<file path="src/rtl/vector_exec_unit.sv">
// vector_exec_unit: applies one element-wise operation to two 10-element
// vectors, one element per cycle, and writes the result vector back to the
// vector register bank in a single write cycle.
//
// Ports:
//   CLK    rising-edge clock shared with the vector register bank
//   RST    synchronous active-high reset (takes priority over START)
//   START  operation request, only sampled in IDLE
//   OP     operation code, captured with START
//   VDST   destination register index, captured with START
//   VA/VB  source vectors (bank read ports VD1/VD2), captured with START
//   WE3    bank write enable, high for the single WRITE cycle
//   V3     bank write index (last captured VDST)
//   WD3    bank write data (result vector, holds last result in IDLE)
//   BUSY   high while in EXEC or WRITE
//   DONE   one-cycle completion pulse, coincident with WE3
module vector_exec_unit #(
    parameter int unsigned bits = 16
) (
    input  logic                      CLK,
    input  logic                      RST,
    input  logic                      START,
    input  logic [2:0]                OP,
    input  logic                      VDST,
    input  logic [9:0][bits-1:0]      VA,
    input  logic [9:0][bits-1:0]      VB,
    output logic                      WE3,
    output logic                      V3,
    output logic [9:0][bits-1:0]      WD3,
    output logic                      BUSY,
    output logic                      DONE
);

    localparam int unsigned IDX_W    = 4;
    localparam int unsigned LAST_IDX = 9;

    localparam logic [2:0] OP_ADD  = 3'b000;
    localparam logic [2:0] OP_SUB  = 3'b001;
    localparam logic [2:0] OP_MUL  = 3'b010;
    localparam logic [2:0] OP_AND  = 3'b011;
    localparam logic [2:0] OP_OR   = 3'b100;
    localparam logic [2:0] OP_XOR  = 3'b101;
    localparam logic [2:0] OP_ADDS = 3'b110;
    localparam logic [2:0] OP_MOV  = 3'b111;

    typedef enum logic [1:0] {
        IDLE  = 2'd0,
        EXEC  = 2'd1,
        WRITE = 2'd2
    } state_t;

    state_t                 state_q, state_d;
    logic [IDX_W-1:0]       idx_q, idx_d;
    logic [2:0]             op_q, op_d;
    logic                   vdst_q, vdst_d;
    logic [9:0][bits-1:0]   a_q, a_d;
    logic [9:0][bits-1:0]   b_q, b_d;
    logic [9:0][bits-1:0]   res_q, res_d;
    logic                   we3_q, we3_d;
    logic                   done_q, done_d;
    logic                   busy_q, busy_d;

    // Single-element ALU; all arithmetic modulo 2^bits, unsigned.
    function automatic logic [bits-1:0] alu(
        input logic [2:0]      op,
        input logic [bits-1:0] a,
        input logic [bits-1:0] b
    );
        logic [bits:0]   sum;
        logic [bits-1:0] r;
        sum = {1'b0, a} + {1'b0, b};
        case (op)
            OP_ADD:  r = sum[bits-1:0];
            OP_SUB:  r = a - b;
            OP_MUL:  r = a * b;
            OP_AND:  r = a & b;
            OP_OR:   r = a | b;
            OP_XOR:  r = a ^ b;
            OP_ADDS: r = sum[bits] ? {bits{1'b1}} : sum[bits-1:0];
            OP_MOV:  r = a;
            default: r = a;
        endcase
        return r;
    endfunction

    // Next-state, datapath and registered-output logic.
    always_comb begin
        state_d = state_q;
        idx_d   = idx_q;
        op_d    = op_q;
        vdst_d  = vdst_q;
        a_d     = a_q;
        b_d     = b_q;
        res_d   = res_q;

        case (state_q)
            IDLE: begin
                if (START) begin
                    a_d     = VA;
                    b_d     = VB;
                    op_d    = OP;
                    vdst_d  = VDST;
                    idx_d   = '0;
                    state_d = EXEC;
                end
            end
            EXEC: begin
                // Elements beyond idx keep their previous result.
                res_d[idx_q] = alu(op_q, a_q[idx_q], b_q[idx_q]);
                if (idx_q == IDX_W'(LAST_IDX)) begin
                    idx_d   = '0;
                    state_d = WRITE;
                end else begin
                    idx_d = idx_q + IDX_W'(1);
                end
            end
            WRITE: begin
                state_d = IDLE;
            end
            default: begin
                state_d = IDLE;
            end
        endcase

        // Outputs are registered, so they follow the state being entered.
        we3_d  = (state_d == WRITE);
        done_d = (state_d == WRITE);
        busy_d = (state_d != IDLE);
    end

    // State and output registers.
    always_ff @(posedge CLK) begin
        if (RST) begin
            state_q <= IDLE;
            idx_q   <= '0;
            op_q    <= '0;
            vdst_q  <= 1'b0;
            a_q     <= '0;
            b_q     <= '0;
            res_q   <= '0;
            we3_q   <= 1'b0;
            done_q  <= 1'b0;
            busy_q  <= 1'b0;
        end else begin
            state_q <= state_d;
            idx_q   <= idx_d;
            op_q    <= op_d;
            vdst_q  <= vdst_d;
            a_q     <= a_d;
            b_q     <= b_d;
            res_q   <= res_d;
            we3_q   <= we3_d;
            done_q  <= done_d;
            busy_q  <= busy_d;
        end
    end

    assign WE3  = we3_q;
    assign DONE = done_q;
    assign BUSY = busy_q;
    assign V3   = vdst_q;
    assign WD3  = res_q;

endmodule

</file>
<file path="config.mk">
export PLATFORM = sky130hd
export DESIGN_NAME = vector_exec_unit
export DESIGN_NICKNAME = d
export VERILOG_FILES = /design/src/rtl/vector_exec_unit.sv
export SDC_FILE = /design/constraint.sdc
export NUM_CORES = 2
export LEC_CHECK = 0
export CORE_UTILIZATION = 39
export DETAILED_ROUTE_END_ITERATION = 6
export PLACE_DENSITY = 0.7
export REMOVE_ABC_BUFFERS = 1
export SYNTH_ARGS = -nofsm -noshare
export SYNTH_HDL_FRONTEND = slang
export SYNTH_SLANG_ARGS = --single-unit
</file>
<file path="constraint.sdc">
create_clock -name CLK -period 8.55 [get_ports CLK]
set_clock_uncertainty 0.2 [all_clocks]
set_input_delay 0.855 -clock CLK [delete_from_list [all_inputs] [get_ports CLK]]
set_output_delay 0.855 -clock CLK [all_outputs]
set_load 0.005 [all_outputs]
</file>
### Yosys cells after proc, flatten, opt, wreduce, memory -nomap -nowiden

Index checks and enable logic that the tools add are counted.

| cells by class | value |
|---|---|
| reduce and logical (&&, ||, !) cells | 7 |
| multiplexer cells | 16 |
| order comparisons | 2 |
| $add $sub $neg | 3 |
| $mul | 1 |
| bitwise operators | 3 |
| equality and inequality tests | 11 |

Operator list:

| operator | number |
|---|---|
| $bwmux W160 | 1 |
| $bmux W16 S4 | 2 |
| $pmux W16 S8 | 1 |
| $mux W16 | 5 |
| $demux W16 S4 | 1 |
| $add A16 B16 Y17 | 1 |
| $and A16 B16 Y16 | 1 |
| $mul A16 B16 Y16 | 1 |
| $or A16 B16 Y16 | 1 |
| $sub A16 B16 Y16 | 1 |
| $xor A16 B16 Y16 | 1 |
| $eq A3 B3 Y1 const B | 4 |
| $mux W4 | 2 |
| $pmux W4 S2 | 1 |
| $eq A3 B2 Y1 const B | 2 |
| $lt A4 B5 Y1 const B | 1 |
| $add A4 B1 Y4 const B | 1 |
| $eq A4 B4 Y1 const B | 1 |
| $ge A4 B1 Y1 const B | 1 |
| $mux W2 | 2 |
| $pmux W2 S2 | 1 |
| $reduce_and A2 Y1 | 2 |
| $reduce_bool A2 Y1 | 2 |
| $eq A3 B1 Y1 const B | 1 |
| other kinds (6) | 6 |

| word-level totals | value |
|---|---|
| logic and storage cells | 79 |
| register bits after elaboration | 492 |
| input bits | 327 |

### Logic depth before layout (Yosys ltp)

| depth | value |
|---|---|
| word-level depth | 7 |
| mapped depth | 34 |
| gate-level depth less buffers | 28 |

### Least setup slack after synthesis

Ideal clock, no wire load.

| timing | value |
|---|---|
| path kind | register to register |
| start | register idx_q[1] |
| end | register res_q, in the netlist WD3[110] |
| cell stages (with the launch flop) | 30 |
| slack | 1.081 ns |
| setup time | 0.153 ns |
| period minus slack after synthesis | 7.469 ns |
| data arrival time | 7.116 ns |
| cells stage by stage | dfxtp_1 buf_6 buf_6 buf_6 mux4_2 a22oi_1 o21a_1 clkbuf_1 inv_1 ha_1 fa_1 inv_1 fa_1 fa_1 fa_1 inv_1 fa_1 inv_1 fa_1 inv_1 ha_1 a21o_1 nand2_1 o21ai_0 a311oi_1 mux2i_1 a221oi_1 a21oi_1 o21ai_1 a311oi_1 |

| between the ends | value |
|---|---|
| cells in the longest elaborated chain, start to end | 7 |
| elaborated cells on any way between the ends | 19 |
| those cells by class | add/sub: 2; mul: 1; order compare: 2; mux: 10; bitwise: 3; reduce/logical: 1 |

RTL lines:

| what | RTL line | source |
|---|---|---|
| start: declaration | 53 | `logic [IDX_W-1:0] idx_q, idx_d;` |
| start signal: assignment | 146 | `idx_q <= idx_d;` |
| parallel branches: the longest is 6 deep, another holds $mul A16 B16 Y16 | n/a |  |
| $bwmux W160 (*) | 109 | `res_d[idx_q] = alu(op_q, a_q[idx_q], b_q[idx_q]);` |
| end signal: assignment | 151 | `res_q <= res_d;` |
| end: declaration | 58 | `logic [9:0][bits-1:0] res_q, res_d;` |

Every way passes the cells marked *. The select of a mux whose other input is x is not followed.
A chain may end at the register's enable or synchronous reset.

### Worst setup path in the final report

| timing | value |
|---|---|
| start | register idx_q[0] |
| end | register res_q, in the netlist WD3[159] |

The elaborated chain is that of the path after synthesis.

==> impl_metrics.env <==
export IMPL_fp_dieH_um=261
export IMPL_arrival_ns=8.33
export IMPL_max_stage_delay_ns=0.57
export IMPL_root_buffer="clkbuf_16"
export IMPL_via_per_inst=5.30
export IMPL_row_count=94
export IMPL_drt_iter0_drc=2099
export IMPL_crit_fanout=14
export IMPL_final_util=0.505
export IMPL_max_freq_mhz=125
export IMPL_fin_crit_ns=8.00
export IMPL_grt_overflow_total=0
export IMPL_drive_above_1_share=0.0685
export IMPL_power_switching_uw=1630
export IMPL_ys_seq_area_frac=0.375
export IMPL_start_kind="register"
export IMPL_status="finished clean"
export IMPL_synth_edf_count=0
export IMPL_io_pins=491
export IMPL_ys_warn_count=0
export IMPL_power_leakage_uw=0.0126
export IMPL_die_width_um=261
export IMPL_synth_top_area_frac=0.375
export IMPL_cts_inserted_buffers=52
export IMPL_final_antenna_net_count=0
export IMPL_grt_pass1_vias=23195
export IMPL_port_buffers=490
export IMPL_crit_top_cell="fa_1"
export IMPL_synth_commonest_cells="nand2_1 (931), a21oi_1 (512), dfxtp_1 (492)"
export IMPL_yosysMostFrequentCell="nand2_1"
export IMPL_route_vias_total=23831
export IMPL_synth_area_leaders="dfxtp_1 (38%), nand2_1 (13%), a21oi_1 (9.8%), fa_1 (6.3%), ha_1 (4.6%)"
export IMPL_dp_hpwl_um=62000
export IMPL_firstDrtPassIters=7
export IMPL_met1Wirelength_um=35800
export IMPL_cts_tree="built"
export IMPL_p_per_area_nw_per_um2=174
export IMPL_diodes=0
export IMPL_syn_avg_cell_area_um2=8.22
export IMPL_p_comb_frac=0.182
export IMPL_ys_seq_elements=492
export IMPL_yosysTopAreaCell="dfxtp_1"
export IMPL_clock_sinks=492
export IMPL_p_int_uw=4180
export IMPL_endpoint_kind="register"
export IMPL_rsz0062_at_grt="false"
export IMPL_wl_per_cell_um=18.9
export IMPL_wirelength_um=85000
export IMPL_hp_class="register to register"
export IMPL_ir_drop_mv=0.183
export IMPL_gp_congestion=1.01
export IMPL_grt_use_total=0.244
export IMPL_clkTransAtPathRegs_ns=0.07
export IMPL_start_util=0.397
export IMPL_grt_max_degree=237
export IMPL_fill_cells=6279
export IMPL_insertion_delay_ns=0.62
export IMPL_hold_viol_final=0
export IMPL_relSlewSlack=0.191
export IMPL_regArea_um2=9860
export IMPL_maxCapViolations=0
export IMPL_layout_nets=4095
export IMPL_die_area_um2=68400
export IMPL_cp_required_ns=8.87
export IMPL_seq_power_share=0.421
export IMPL_period_share=0.936
export IMPL_maxSlewViolCount=0
export IMPL_clkPwrFrac=0.397
export IMPL_setup_viol_count_final=0
export IMPL_antenna_found_initial=1
export IMPL_holdWs_ns=0.252
export IMPL_synthCells=3195
export IMPL_coreArea_um2=66200
export IMPL_cp_slowest_cell="fa_1"
export IMPL_cts_buffer_depth=3
export IMPL_synthFlopType="dfxtp_1"
export IMPL_wl_met3_um=5480
export IMPL_areaGrowthSynthToFinish_pct=27.4
export IMPL_ctsHoldBuffers=0
export IMPL_wl_met2_um=40000
export IMPL_yosysUniqueCellTypes=82
export IMPL_synthArstFlopShare=0
export IMPL_multiInputGateArea_um2=14600
export IMPL_worstSetupPathType="register to register"
export IMPL_max_slew_worst_pin_slew_ns=1.21
export IMPL_grt_pass1_wl_um=131000
export IMPL_syn_area_um2=26300
export IMPL_drc=0
export IMPL_htree_levels=2
export IMPL_swShare=0.281
export IMPL_top_layer_used="met5"
[stage by stage]
stage          instance area (um2)  total power [uW]  setup slack, ns  setup TNS [ns]  instances
2_1_floorplan                25100              3070            -1.96         -129.65       2979
3_3_place_gp                 31700              3530            0.489               0       4399
3_5_place_dp                 31700              3540            0.423               0       4399
4_1_cts                      33400              5830            0.372               0       4496
5_1_grt                      33400              6050           0.0673               0       4497
6_report                     33400              5810            0.547               0       4497
[final cells by class]
type	count	share of cell area
Inverter	174	0.0195
Clock inverter	20	0.00744
Timing Repair Buffer	557	0.164
Tap cell	864	0.0323
Sequential cell	492	0.295
Multi-Input combinational cell	2313	0.437
Clock buffer	77	0.0447
[registers in the layout, summed over array words and instances, names as in the netlist, 2 cells and up]
name and cells:
a_q 160, WD3 160, b_q 160, op_q 3, state_q 2, idx_q 4
[repair_timing]
action                                 4_1_cts  5_1_grt
endpoints found under the hold margin        0        0
resized for setup                            0        1
setup endpoints to repair                    0       10
setup buffers                                0        1
[power by group through the flow]
| stage | sequential, uW | combinational, uW | clock [uW] |
|---|---|---|---|
| after floorplan | 2490 | 579 | 0 |
| after global placement | 2500 | 1030 | 0 |
| after detailed placement | 2500 | 1040 | 0 |
| after CTS | 2450 | 1040 | 2340 |
| after global routing | 2460 | 1150 | 2440 |
| final | 2450 | 1050 | 2310 |
[path summary, 6_finish.rpt]
path	slack, ns	start	cells past startpoint	end
setup / recovery	0.55	idx_q[0]$_SDFFE_PP0P_	26	WD3[159]$_SDFFE_PP0P_
hold / removal	0.25	b_q[1]$_SDFFE_PP0P_	2	b_q[1]$_SDFFE_PP0P_
setup reg to reg	0.55	idx_q[0]$_SDFFE_PP0P_	26	WD3[159]$_SDFFE_PP0P_
hold reg to reg	0.25	b_q[1]$_SDFFE_PP0P_	2	b_q[1]$_SDFFE_PP0P_
[layout by cell type (no fill, tap or decap), types with 7 or more instances in the layout]
cell               n
a21o_1             9
ha_1              96
a21oi_1          512
buf_4             61
clkbuf_8          10
o21ai_1            7
nand3b_1          52
mux2_2            10
a31oi_1            7
nor2_1           138
a22oi_1           13
nor3_1            12
o22ai_1           18
o31ai_1           12
clkdlybuf4s50_1  489
mux2i_1           42
o21ai_0           90
nand3_1            9
and2_1             9
dfxtp_1          489
a311oi_1          12
clkbuf_1          15
nand2_1          930
fa_1              82
mux4_1            13
xnor2_1           35
o211ai_1          15
o21bai_1          12
or3_1              9
mux4_2            51
clkbuf_16         52
nand2b_1          10
a22o_1             7
inv_1            171
[cell families (layout without fill, tap and decap cells)]
group	count (synthesis)	in the layout	share of synthesized area
simple gates	1200	1200	0.187
compound gates	773	773	0.167
flops	492	492	0.375
buf+inv	390	828	0.0684
fa+ha+maj	178	178	0.108
mux	116	116	0.0770
xor+xnor	46	46	0.0177
[metal layers]
metal  vias up  global-route usage
met5         -                   0
met4         2               0.105
met3       194              0.0308
met2       904               0.400
met1     11262               0.322
li1      11469                   -
[worst max-delay path: cells and delay by family (launching register included)]
kind                       cells  cell delay [ns]
DFF                            1             0.53
xor gates and xnor gates       7             1.46
adders and majority gates      6             2.87
and+or+nand+nor                2             0.48
muxes                          2             0.76
AOI/OAI and AO/OA              4             0.79
buffers and inverters          5             0.80
Power figures use the tool's default switching activity.
